<file path="config.mk">
export PLATFORM = sky130hd
export DESIGN_NAME = adc_sample_packer_flat
export DESIGN_NICKNAME = d
export VERILOG_FILES = /design/src/rtl/adc_sample_packer_pkg.sv /design/src/rtl/adc_sample_packer_if.sv /design/src/rtl/adc_sample_packer_word_pack.sv /design/src/rtl/adc_sample_packer.sv /design/src/flat_wrapper.sv
export SDC_FILE = /design/constraint.sdc
export NUM_CORES = 1
export LEC_CHECK = 0
export ABC_AREA = 1
export CAP_MARGIN = 15
export CORE_ASPECT_RATIO = 0.75
export CORE_MARGIN = 4
export CORE_UTILIZATION = 25
export CTS_CLUSTER_DIAMETER = 200
export DETAILED_ROUTE_END_ITERATION = 16
export SYNTH_ARGS = -nofsm -noshare
export SYNTH_HDL_FRONTEND = slang
export SYNTH_HIERARCHICAL = 1
export SYNTH_SLANG_ARGS = --single-unit
</file>
<file path="constraint.sdc">
create_clock -name clk -period 8.05 [get_ports clk]
set_clock_uncertainty 0.2 [all_clocks]
set_input_delay 1.61 -clock clk [delete_from_list [all_inputs] [get_ports clk]]
set_output_delay 1.61 -clock clk [all_outputs]
set_load 0.1 [all_outputs]
</file>
<file path="src/rtl/adc_sample_packer_pkg.sv">
// Shared definitions for the ADC sample packer: FSM state encoding, word
// geometry and the bit positions of the status flags in a packed word.
package adc_sample_packer_pkg;

  localparam int WORD_W           = 32;
  localparam int SAMPLE_W         = 10;
  localparam int SAMPLES_PER_WORD = 3;
  localparam int SLOT_W           = 2;
  localparam int OR_BIT           = 30;
  localparam int TRIG_BIT         = 31;

  typedef enum logic [1:0] {
    ST_IDLE    = 2'd0,
    ST_CAPTURE = 2'd1,
    ST_DONE    = 2'd2
  } state_t;

  // Position a sample in its slot field of a word; other bits are zero.
  function automatic logic [WORD_W-1:0] place_sample(input logic [SLOT_W-1:0] slot,
                                                     input logic [SAMPLE_W-1:0] sample);
    logic [WORD_W-1:0] w;
    w = WORD_W'(sample) << (SAMPLE_W * int'(slot));
    return w;
  endfunction

endpackage

</file>
<file path="src/rtl/adc_sample_packer_if.sv">
// Word stream from the packer to the DDR write FIFO.
//   word_o       : packed word, meaningful only while word_valid_o is high
//   word_valid_o : one-cycle strobe, one per word
//   word_full_i  : downstream FIFO full
// Handshake: this is a push-only stream. word_valid_o is never held back by
// word_full_i because the ADC cannot stall; a word strobed while
// word_full_i is high is dropped by the receiver and the master records it.
interface adc_sample_packer_if;
  import adc_sample_packer_pkg::*;

  logic [WORD_W-1:0] word_o;
  logic              word_valid_o;
  logic              word_full_i;

  modport master (output word_o, output word_valid_o, input word_full_i);
  modport slave  (input word_o, input word_valid_o, output word_full_i);
endinterface

</file>
<file path="src/rtl/adc_sample_packer_word_pack.sv">
// Packing datapath: slot index, word under construction (samples plus the
// accumulated over-range and slot0 trigger flags) and the output word
// register with its one-cycle valid strobe.
// Ports:
//   clear_i  : capture start, restart at slot0 with an empty word
//   take_i   : store sample_i/or_i/trig_i in the current slot this edge
//   last_i   : the sample being taken is the last of the capture
//   flush_i  : abort, emit any partial word without taking a sample
//   word_o / word_valid_o : completed word, valid the cycle after its
//                           final sample edge
module adc_word_pack
  import adc_sample_packer_pkg::*;
(
  input  logic                clk,
  input  logic                reset,
  input  logic                clear_i,
  input  logic                take_i,
  input  logic                last_i,
  input  logic                flush_i,
  input  logic [SAMPLE_W-1:0] sample_i,
  input  logic                or_i,
  input  logic                trig_i,
  output logic [WORD_W-1:0]   word_o,
  output logic                word_valid_o
);

  localparam logic [SLOT_W-1:0] LAST_SLOT = SLOT_W'(SAMPLES_PER_WORD - 1);

  logic [SLOT_W-1:0] slot_q, slot_d;
  logic [WORD_W-1:0] pack_q, pack_d;
  logic [WORD_W-1:0] word_q, word_d;
  logic              valid_q, valid_d;
  logic [WORD_W-1:0] merged;

  always_comb begin
    // pack_q is always empty at slot0, so OR-ing in the new sample is enough.
    merged         = pack_q | place_sample(slot_q, sample_i);
    merged[OR_BIT] = pack_q[OR_BIT] | or_i;
    if (slot_q == '0) merged[TRIG_BIT] = trig_i;

    slot_d  = slot_q;
    pack_d  = pack_q;
    word_d  = word_q;
    valid_d = 1'b0;

    if (clear_i) begin
      slot_d = '0;
      pack_d = '0;
    end else if (take_i) begin
      if (slot_q == LAST_SLOT || last_i) begin
        word_d  = merged;
        valid_d = 1'b1;
        slot_d  = '0;
        pack_d  = '0;
      end else begin
        pack_d = merged;
        slot_d = slot_q + SLOT_W'(1);
      end
    end else if (flush_i && slot_q != '0) begin
      word_d  = pack_q;
      valid_d = 1'b1;
      slot_d  = '0;
      pack_d  = '0;
    end
  end

  always_ff @(posedge clk or posedge reset) begin
    if (reset) begin
      slot_q  <= '0;
      pack_q  <= '0;
      word_q  <= '0;
      valid_q <= 1'b0;
    end else begin
      slot_q  <= slot_d;
      pack_q  <= pack_d;
      word_q  <= word_d;
      valid_q <= valid_d;
    end
  end

  assign word_o       = word_q;
  assign word_valid_o = valid_q;

endmodule

</file>
<file path="src/rtl/adc_sample_packer.sv">
// ADC sample packer: captures one 10-bit sample per clock while a capture
// runs, packs three per 32-bit word (bit 30 over-range, bit 31 trigger),
// stops after max_samples_i samples and flags dropped words.
// Ports:
//   clk, reset       : sample clock, async active-high reset
//   adc_data_i/adc_or_i/trig_status_i : current sample and its flags
//   capture_go_i     : level, runs a capture until capture_done_o
//   max_samples_i    : samples per capture, latched at capture start
//   wr_if            : word stream to the write FIFO (master side)
//   capture_done_o   : level, capture completed
//   overflow_o       : sticky, a word was dropped in this capture
//   sample_cnt_o     : samples taken in the current/last capture
//   state_dbg_o      : current FSM state
module adc_sample_packer
  import adc_sample_packer_pkg::*;
#(
  parameter int CNT_WIDTH = 24
) (
  input  logic                 clk,
  input  logic                 reset,
  input  logic [SAMPLE_W-1:0]  adc_data_i,
  input  logic                 adc_or_i,
  input  logic                 trig_status_i,
  input  logic                 capture_go_i,
  input  logic [CNT_WIDTH-1:0] max_samples_i,
  adc_sample_packer_if.master  wr_if,
  output logic                 capture_done_o,
  output logic                 overflow_o,
  output logic [CNT_WIDTH-1:0] sample_cnt_o,
  output state_t               state_dbg_o
);

  state_t               state_q, state_d;
  logic [CNT_WIDTH-1:0] max_q, max_d;
  logic [CNT_WIDTH-1:0] cnt_q, cnt_d;
  logic                 done_q, done_d;
  logic                 ovf_q, ovf_d;

  logic [CNT_WIDTH-1:0] cnt_inc;
  logic                 last;
  logic                 take, flush, clear;
  logic [WORD_W-1:0]    word;
  logic                 word_valid;

  always_comb begin
    state_d = state_q;
    max_d   = max_q;
    cnt_d   = cnt_q;
    done_d  = done_q;
    ovf_d   = ovf_q;
    take    = 1'b0;
    flush   = 1'b0;
    clear   = 1'b0;
    cnt_inc = cnt_q + CNT_WIDTH'(1);
    last    = (cnt_inc == max_q);

    case (state_q)
      ST_IDLE: begin
        if (capture_go_i) begin
          if (max_samples_i != '0) begin
            max_d   = max_samples_i;
            cnt_d   = '0;
            ovf_d   = 1'b0;
            clear   = 1'b1;
            state_d = ST_CAPTURE;
          end else begin
            state_d = ST_DONE;
            done_d  = 1'b1;
          end
        end
      end
      ST_CAPTURE: begin
        // Dropping go takes priority over the sample, even the last one.
        if (!capture_go_i) begin
          flush   = 1'b1;
          state_d = ST_IDLE;
        end else begin
          take = 1'b1;
          if (cnt_q != max_q) cnt_d = cnt_inc;
          if (last) begin
            state_d = ST_DONE;
            done_d  = 1'b1;
          end
        end
      end
      ST_DONE: begin
        if (!capture_go_i) begin
          state_d = ST_IDLE;
          done_d  = 1'b0;
        end
      end
      default: state_d = ST_IDLE;
    endcase

    // A drop seen on the capture-start cycle belongs to the previous capture.
    if (word_valid && wr_if.word_full_i && !clear) ovf_d = 1'b1;
  end

  always_ff @(posedge clk or posedge reset) begin
    if (reset) begin
      state_q <= ST_IDLE;
      max_q   <= '0;
      cnt_q   <= '0;
      done_q  <= 1'b0;
      ovf_q   <= 1'b0;
    end else begin
      state_q <= state_d;
      max_q   <= max_d;
      cnt_q   <= cnt_d;
      done_q  <= done_d;
      ovf_q   <= ovf_d;
    end
  end

  adc_word_pack u_word_pack (
    .clk          (clk),
    .reset        (reset),
    .clear_i      (clear),
    .take_i       (take),
    .last_i       (last),
    .flush_i      (flush),
    .sample_i     (adc_data_i),
    .or_i         (adc_or_i),
    .trig_i       (trig_status_i),
    .word_o       (word),
    .word_valid_o (word_valid)
  );

  assign wr_if.word_o       = word;
  assign wr_if.word_valid_o = word_valid;
  assign capture_done_o     = done_q;
  assign overflow_o         = ovf_q;
  assign sample_cnt_o       = cnt_q;
  assign state_dbg_o        = state_q;

endmodule
</file>
<file path="src/flat_wrapper.sv">
// flat-port wrapper written by rule: the top's interface ports become plain ports
module adc_sample_packer_flat import adc_sample_packer_pkg::*;
#(
  parameter int CNT_WIDTH = 24
)
  (clk, reset, adc_data_i, adc_or_i, trig_status_i, capture_go_i, max_samples_i, capture_done_o, overflow_o, sample_cnt_o, state_dbg_o, wr_if_word_o, wr_if_word_valid_o, wr_if_word_full_i);
  adc_sample_packer_if wr_if_i ();
  input  logic clk;
  input  logic reset;
  input  logic [SAMPLE_W-1:0] adc_data_i;
  input  logic adc_or_i;
  input  logic trig_status_i;
  input  logic capture_go_i;
  input  logic [CNT_WIDTH-1:0] max_samples_i;
  output logic capture_done_o;
  output logic overflow_o;
  output logic [CNT_WIDTH-1:0] sample_cnt_o;
  output state_t state_dbg_o;
  output wire logic [$bits(wr_if_i.word_o)-1:0] wr_if_word_o;
  output wire logic [$bits(wr_if_i.word_valid_o)-1:0] wr_if_word_valid_o;
  input wire logic [$bits(wr_if_i.word_full_i)-1:0] wr_if_word_full_i;
  assign wr_if_word_o = wr_if_i.word_o;
  assign wr_if_word_valid_o = wr_if_i.word_valid_o;
  assign wr_if_i.word_full_i = wr_if_word_full_i;
  adc_sample_packer #(.CNT_WIDTH(CNT_WIDTH)) u_core (.clk(clk), .reset(reset), .adc_data_i(adc_data_i), .adc_or_i(adc_or_i), .trig_status_i(trig_status_i), .capture_go_i(capture_go_i), .max_samples_i(max_samples_i), .wr_if(wr_if_i), .capture_done_o(capture_done_o), .overflow_o(overflow_o), .sample_cnt_o(sample_cnt_o), .state_dbg_o(state_dbg_o));
endmodule
</file>
==> results of run 1 <==
report_power, final:
part	internal [mW]	total [mW]	switching [mW]
Clock	0.433	0.724	0.291
Combinational	0.422	1.75	1.33
Sequential	0.800	0.951	0.151
final cells by class:
class	instances	area, um2	share of cell area, %
multi-input cells	696	3280	37.2
flip-flops and latches	119	2980	33.8
repair buffers	105	1040	11.8
inverters	137	514	5.83
clock buffers	18	439	4.98
well taps	351	439	4.98
clock inverters	14	125	1.42
diodes	2	5.00	0.0568
final timing paths:
path / endpoint / slack (ns) / start
setup reg to reg: u_core/u_word_pack/word_o[19] / 3.54 / u_core/sample_cnt_o[0]
min in group asynchronous: u_core/sample_cnt_o[18] / 1.58 / reset
max in group asynchronous: u_core/u_word_pack/pack_q[8] / 5.48 / reset
setup / recovery: u_core/u_word_pack/pack_q[1] / 2.94 / max_samples_i[0]
hold / removal: u_core/u_word_pack/word_o[28] / 0.27 / u_core/u_word_pack/word_o[28]
hold reg to reg: u_core/u_word_pack/word_o[28] / 0.27 / u_core/u_word_pack/word_o[28]
logic make-up (layout without fill, tap and decap cells):
group / count (synthesis) / in the layout / synth area share, %
simple gates: 576 / 576 / 36.2
buf+inv: 172 / 274 / 10.1
flops: 119 / 119 / 42.8
compound gates: 96 / 96 / 7.54
xor+xnor: 21 / 21 / 2.84
fa+ha+maj: 3 / 3 / 0.540
other cells: 0 / 2 / 0
sequential cells by signal, indices dropped and copies added, names as in the netlist:
name                             count
u_core/sample_cnt_o                 24
u_core/u_word_pack/pack_q           32
u_core/u_word_pack/word_o           32
u_core/state_dbg_o                   2
u_core/capture_done_o                1
u_core/u_word_pack/slot_q            2
u_core/u_word_pack/word_valid_o      1
u_core/max_q                        24
u_core/overflow_o                    1
worst reg2reg max path, stage by stage, from the launching register on:
cell	delay [ns]
dfrtp_1	0.51
ha_1	0.26
nand2_2	0.12
nor2_4	0.27
nand2_2	0.17
nor2_1	0.17
nand2_1	0.17
xor2_1	0.29
nand3_1	0.21
nor2_1	0.18
nand4_1	0.13
nor2_1	0.29
nor3_4	0.11
nor2_4	0.62
inv_2	0.45
nand2_1	0.18
nand2_1	0.06
synth_stat cells (10+ instances only):
cell,instances
nand2_1,368
inv_1,127
dfrtp_1,119
nand3_1,97
o21ai_0,67
nor2_1,46
nor3_1,19
buf_2,14
o22ai_1,12
clkbuf_1,11
xor2_1,11
buf_4,10
stage by stage:
| step | area [um2] | hold slack (ns) | cells | setup WS (ns) | power [mW] |
|---|---|---|---|---|---|
| 2_1_floorplan | 6950 | 0.261 | 987 | 4.49 | 2.27 |
| 3_3_place_gp | 8250 | 0.259 | 1408 | 2.40 | 2.69 |
| 3_5_place_dp | 8250 | 0.259 | 1408 | 2.41 | 2.71 |
| 4_1_cts | 8810 | 0.275 | 1440 | 2.83 | 3.45 |
| 5_1_grt | 8810 | 0.290 | 1441 | 2.60 | 3.65 |
| 6_report | 8820 | 0.272 | 1442 | 2.94 | 3.43 |
layer usage:
| metal | GRT usage, % | vias to the layer above |
|---|---|---|
| li1 | - | 3282 |
| met1 | 22.7 | 3171 |
| met2 | 19.5 | 199 |
| met3 | 3.13 | 17 |
| met4 | 4.06 | 0 |
| met5 | 0 | - |
==> results.txt, run 1 <==
status - finished, final reports clean
Synth Flop Type - dfrtp_1
first-pass GRT wire length - 35400 um
core region area - 27200 um2
Relative slew margins - 27.6%
drt pass-1 iters - 5
Post-synth EDFFs - 0
Buffers & Inverters on Critical Path - 3
final setup vio count - 0
M1 wire length - 11600 um
kind of cell adding the most delay to the critical path - simple AND/OR/NAND/NOR gates
area of the die - 30600 um2
Initial Utilization - 25.6%
CP Capture Type - register
cell accounting for the most synthesized area - dfrtp_1
crit path cell chain - clkdlybuf4s50_1, nor4_1, nand4_1, nand3b_1, nand2_1, nor2_2, inv_1, nand3_2, nand2_2, nand2_1, inv_2
TNS Setup - 0 ns
class of the most critical setup path - primary input to register
DP HPWL - 16500 um
Die H - 152 um
total number of vias - 6669
pin count of the biggest net entering global routing - 68
Synth Area per Inst - 7.05 um2
maxcap violations - 0
initial antenna violation count - 1
Die X - 201 um
First DRT Iteration DRCs - 531
Worst path max stage delay - 0.79 ns
Area Growth Syn to Fin - 26.8%
RSZ-0062 raised after global routing - false
Synth Instances - 987
ys async rst share - 100%
commonest cells after routing, fill and taps aside - nand2_1 (368), inv_1 (125), dfrtp_1 (119), clkdlybuf4s50_1 (100), nand3_1 (97)
final WL - 22300 um
cell count along the critical path - 11
wire length per cell - 15.5 um
top cells by area, synth - dfrtp_1 (43%), nand2_1 (20%), nand3_1 (7.0%)
clock latency at the later pin of the worst-skew pair - 0.42 ns
CTS tree - done
count of cell types in the netlist - 35
period utilization - 63.5%
mapped cell area - 6950 um2
leading cell type in the layout, fill and taps excluded - nand2_1
Leak - 4.39 nW
CTS clk-pin slew, worst paths - 0.06 ns
Resized cells post-CTS - 0
clock sinks - 119
Highest Signal Layer - met4
fin nets - 1119
routed vias/inst - 4.62
antenna-violating nets left - 0
final worst path period need - 5.11 ns
Max VDD drop - 0.000175 V
met2 WL post-DR - 8990 um
CP max-delay cell - nand2_2
layout cells sized above 1 - 7.07%
Slew Limit Fails - 0
Syn Nets - 1030
fmax - 196 MHz
area share of the largest cell type after synthesis - 42.8%
synthesized flop and latch total - 119
hold crit path type - register to register
Slew @ Worst Pin - 1.08 ns
Cells on Worst Hold Path - 2
clock root buffer - clkbuf_16
Max FO, Critical Path - 35
worst path required time - 8.20 ns
num rows - 52
sequential element share of the synthesized area - 42.8%
Hold Fails Final Rpt - 0
vias in the first global route - 6195
GRT overflow - 0
Fillers - 2920
H-tree depth - 4
Clock Tree Buf Depth - 2
Power Dens Cells - 389 nW/um2
total number of yosys warnings - 6
Worst R2R Path Depth - 16
DR DRC count - 0
num ports - 101
Hold-fix buffers, CTS - 0
gpl congestion - 0.953
startpoint types - primary input
worst path arrival time - 5.26 ns
routed wl met3 - 1380 um
GRT Resource Usage Total - 14.4%
post-layout util - 32.4%
Post-CTS Setup Repair Bufs - 0
PortBufs - 100
crit-path most repeated cell - nand2_1
Inserted Clock Buffers - 17
Power figures use the tool's default switching activity.
==> run 2, diff against run 1 <==
Clock period 8.05 ns to 4.3 ns, I/O delays scaled along.
==> run 2 against run 1 <==
Effect of this change: clock power increased by 92%; critical path depth increased by 4; register-to-register slack got worse by 2.9 ns; global-route usage increased by 0.40 points; worst hold slack got worse by 0.0051 ns; via count decreased by 0.60%; non-clock buffer count increased by 5; final cell count increased by 0.21%; sequential cell count unchanged; highest routed layer unchanged; first-iteration DRC count increased by 25%.
==> results.txt, run 2 (synthesis results as in run 1) <==
Hold Fails Final Rpt - 0
final setup vio count - 0
Cells on Worst Hold Path - 2
startpoint types - register
CP Capture Type - register
area of the die - 30600 um2
RR Startpoint - u_core/sample_cnt_o[0]
worst path required time - 4.40 ns
CTS clk-pin slew, worst paths - 0.06 ns
drt pass-1 iters - 5
fin nets - 1124
crit path from - u_core/sample_cnt_o[0]
hold path startpoint - u_core/u_word_pack/word_o[25]
Area Growth Syn to Fin - 27.4%
clock sinks - 119
Slew @ Worst Pin - 1.07 ns
num rows - 52
fmax - 275 MHz
final worst path period need - 3.63 ns
clock latency at the later pin of the worst-skew pair - 0.42 ns
initial antenna violation count - 0
Max VDD drop - 0.000352 V
total number of vias - 6629
first-pass GRT wire length - 36000 um
vias in the first global route - 6255
Post-Layout Cell Count - 1445
routed vias/inst - 4.59
num ports - 101
leading cell type in the layout, fill and taps excluded - nand2_1
Fillers - 2885
Worst R2R Path Depth - 15
Resized cells post-CTS - 0
Diodes inserted - 0
H-tree depth - 4
Placed Cells - 1413
antenna-violating nets left - 0
Die X - 201 um
pin count of the biggest net entering global routing - 49
clock root buffer - clkbuf_16
area post-placement - 8290 um2
RSZ-0062 raised after global routing - false
class of the most critical setup path - register to register
First DRT Iteration DRCs - 663
TNS Setup - 0 ns
maxcap violations - 0
layout cells sized above 1 - 7.50%
Hold-fix buffers, CTS - 0
Initial Utilization - 25.6%
GRT overflow - 0
hold crit path type - register to register
DP HPWL - 16700 um
period utilization - 84.5%
PortBufs - 100
DR DRC count - 0
worst path arrival time - 3.73 ns
gpl congestion - 0.959
Inserted Clock Buffers - 17
final WL - 22900 um
Leak - 4.42 nW
Relative slew margins - 28.5%
Post-CTS Setup Repair Bufs - 0
Clock Tree Buf Depth - 2
core region area - 27200 um2
Power Dens Cells - 734 nW/um2
status - finished, final reports clean
GRT Resource Usage Total - 14.8%
commonest cells after routing, fill and taps aside - nand2_1 (368), inv_1 (125), dfrtp_1 (119), clkdlybuf4s50_1 (100), nand3_1 (97)
fin area - 8860 um2
Max FO, Critical Path - 31
Slew Limit Fails - 0
wire length per cell - 15.8 um
Die H - 152 um
CTS tree - done
-- run 2: through the flow --
| step | util [%] | worst slack, ns | hold slack [ns] | power (mW) |
|---|---|---|---|---|
| after floorplan | - | 0.735 | 0.261 | 4.24 |
| after global placement | 30.5 | 0.212 | 0.258 | 5.09 |
| after detailed placement | 30.5 | 0.145 | 0.258 | 5.11 |
| after CTS | 32.6 | 0.577 | 0.273 | 6.54 |
| after global routing | 32.6 | 0.380 | 0.294 | 6.91 |
| final | 32.6 | 0.667 | 0.267 | 6.50 |
-- run 2: worst max-delay path, cell delays in order, from the launching register on --
cell and delay (ns):
dfrtp_1 0.47, ha_1 0.25, nand2_2 0.11, nor2_4 0.23, nand3_1 0.23, nor2_1 0.26
xnor2_1 0.17, nand2_1 0.07, a211oi_1 0.25, nand4_1 0.13, nor2_1 0.27, nor3_4 0.10
nand2_1 0.11, nand2_2 0.38, nand2_1 0.21, inv_1 0.06
-- run 2: where the power goes --
part	internal [mW]	switching [mW]	total, mW	leakage (nW)
Sequential	1.50	0.288	1.78	1.59
Clock	0.830	0.564	1.39	0.272
Combinational	0.805	2.52	3.32	2.56
-- run 2: path summary, 6_finish.rpt --
| path | slack, ns | endpoint |
|---|---|---|
| min | 0.27 | u_core/u_word_pack/word_o[25] |
| max | 0.67 | u_core/u_word_pack/pack_q[7] |
| min in group asynchronous | 0.64 | u_core/u_word_pack/pack_q[21] |
| min reg2reg | 0.27 | u_core/u_word_pack/word_o[25] |
| max reg2reg | 0.67 | u_core/u_word_pack/pack_q[7] |
| max in group asynchronous | 2.41 | u_core/max_q[6] |
-- run 2: final cells by class --
cell class	instances	area (um2)	share of cell area, %
Clock buffer	19	453	5.11
Clock inverter	13	123	1.38
Inverter	137	514	5.80
Multi-Input combinational cell	696	3280	37.0
Sequential cell	119	2980	33.6
Tap cell	351	439	4.96
Timing Repair Buffer	110	1080	12.1
-- run 2: layer usage --
metal  GRT usage, %  up-vias  part of all wire, %
met1           22.8     3117                   52
met2           20.3      185                   41
met4           4.75        0                  1.9
li1               -     3306                    -
met3           3.40       21                  5.5
met5              0        -                    0
==> run 3, diff against run 2 <==
Clock period 4.3 ns to 3.45 ns, I/O delays scaled along.
==> run 3 against run 2 <==
Effect of this change: die area unchanged; critical endpoint is now u_core/u_word_pack/word_o[20]; cell area up 2.1%; critical path depth grew 3; non-clock buffer count increased by 22; first-iteration DRC count is 12% lower; clock power is 37% higher.
==> results.txt, run 3 (synthesis results as in run 1) <==
vias in the first global route - 6245
Worst R2R Path Depth - 18
area post-placement - 8370 um2
CP Capture Type - register
RR Endpoint - u_core/u_word_pack/word_o[20]
Inserted Clock Buffers - 17
commonest cells after routing, fill and taps aside - nand2_1 (367), inv_1 (125), dfrtp_1 (117), nand3_1 (96), buf_4 (85)
RR Startpoint - u_core/sample_cnt_o[1]
CTS tree - done
fmax - 312 MHz
crit path cell chain - ha_1, nand2_2, nor2_4, nand2_2, buf_4, o21ai_2, nand2_1, nand2_1, nand2_1, a211oi_2, nand4_1, nor2_1, buf_4, nor3_4, nor2_4, buf_6, o21ai_0, nand2_1
period utilization - 92.9%
Max FO, Critical Path - 15
fin nets - 1146
Area Growth Syn to Fin - 30.0%
routed vias/inst - 4.59
final WL - 23100 um
Buffers & Inverters on Critical Path - 3
Worst path max stage delay - 0.41 ns
Worst Hold Slack - 0.270 ns
leading cell type in the layout, fill and taps excluded - nand2_1
CP max-delay cell - dfrtp_2
First DRT Iteration DRCs - 584
DP HPWL - 17300 um
critical path capture point - u_core/u_word_pack/word_o[20]
Leak - 4.71 nW
antenna-violating nets left - 0
final worst path period need - 3.21 ns
Clock Tree Buf Depth - 2
Hold-fix buffers, CTS - 0
core region area - 27200 um2
initial antenna violation count - 0
GRT overflow - 0
Max VDD drop - 0.000388 V
wire length per cell - 15.8 um
Relative slew margins - 44.9%
H-tree depth - 4
Initial Utilization - 25.6%
PortBufs - 100
worst path arrival time - 3.36 ns
layout cells sized above 1 - 15.5%
Placed Cells - 1434
crit path from - u_core/sample_cnt_o[1]
area of the die - 30600 um2
num rows - 52
Die H - 152 um
class of the most critical setup path - register to register
crit-path most repeated cell - nand2_1
maxcap violations - 0
worst slack at placement - 0.0192 ns
worst reg2reg setup slack - 0.24 ns
hold crit path type - register to register
GRT Resource Usage Total - 15.2%
startpoint types - register
CTS clk-pin slew, worst paths - 0.06 ns
clock root buffer - clkbuf_16
total number of vias - 6724
worst path required time - 3.61 ns
pin count of the biggest net entering global routing - 49
gpl congestion - 0.952
Post-Layout Cell Count - 1466
drt pass-1 iters - 7
clock sinks - 119
post-layout util - 33.3%
Slew @ Worst Pin - 0.824 ns
status - finished, final reports clean
Slew Limit Fails - 0
Power Dens Cells - 927 nW/um2
final setup margin - 0.243 ns
kind of cell adding the most delay to the critical path - simple AND/OR/NAND/NOR gates
Die X - 201 um
first-pass GRT wire length - 36600 um
cell count along the critical path - 18
Hold Fails Final Rpt - 0
clock latency at the later pin of the worst-skew pair - 0.43 ns
Diodes inserted - 0
final setup vio count - 0
num ports - 101
fin area - 9040 um2
DR DRC count - 0
## run 3: cell types whose count changed in the layout (fill, tap and decap cells not counted), moves of 3 or more
| cell | before | now |
|---|---|---|
| clkinv_4 | 3 | 6 |
| clkdlybuf4s50_1 | 100 | 39 |
| bufinv_16 | 1 | 4 |
| buf_4 | 10 | 85 |
| buf_12 | 0 | 6 |
## run 3: worst min path at each step
stage	from	end	slack, ns	cells past startpoint
after global routing	u_core/u_word_pack/word_o[13]	u_core/u_word_pack/word_o[13]	0.30	2
after global placement	u_core/u_word_pack/word_o[4]	u_core/u_word_pack/word_o[4]	0.26	2
after CTS	u_core/u_word_pack/word_o[13]	u_core/u_word_pack/word_o[13]	0.27	2
after floorplan	u_core/max_q[18]	u_core/max_q[18]	0.26	2
after detailed placement	u_core/u_word_pack/word_o[13]	u_core/u_word_pack/word_o[13]	0.26	2
final	u_core/u_word_pack/word_o[13]	u_core/u_word_pack/word_o[13]	0.27	2
## run 3: area by class of cell
cell class	instances	area, um2
multi-input cells	696	3310
inverters	137	519
clock inverters	14	201
clock buffers	17	425
fillers	2911	18200
flip-flops and latches	119	2980
repair buffers	132	1170
well taps	351	439
## run 3: per-stage QoR
step	total power [mW]	TNS [ns]
6_report	8.38	0
5_1_grt	8.93	-0.00578
4_1_cts	8.41	0
3_5_place_dp	6.46	0
3_3_place_gp	6.43	0
2_1_floorplan	5.29	0
## run 3: repair_timing
item                                    in CTS  in global routing
resized for setup                            1                 10
endpoints found under the setup margin      30                 63
endpoints found under the hold margin        0                  0
pin swaps                                    0                  2
setup buffers                                0                  1
## run 3: worst reg2reg max path: cells and delay by family (launching register included)
kind,cells,cell delay [ns]
AND/OR/NAND/NOR,11,1.32
buffers and inverters,3,0.48
flip-flops,1,0.41
AO/OA/AOI/OAI,3,0.50
adder cells (fa/ha/maj),1,0.23
## run 3: power breakdown
part / leakage [nW] / switching (mW) / internal (mW)
logic: 2.83 / 3.18 / 1.07
clock network: 0.299 / 0.703 / 1.21
registers: 1.58 / 0.349 / 1.87
## run 3: layer usage
metal  GRT usage, %  routed length [um]  up-vias
met4           3.14                 224        0
met5              0                   0        -
met2           20.1                9060      215
met1           24.3               12300     3148
li1               -                   -     3344
met3           3.94                1540       17
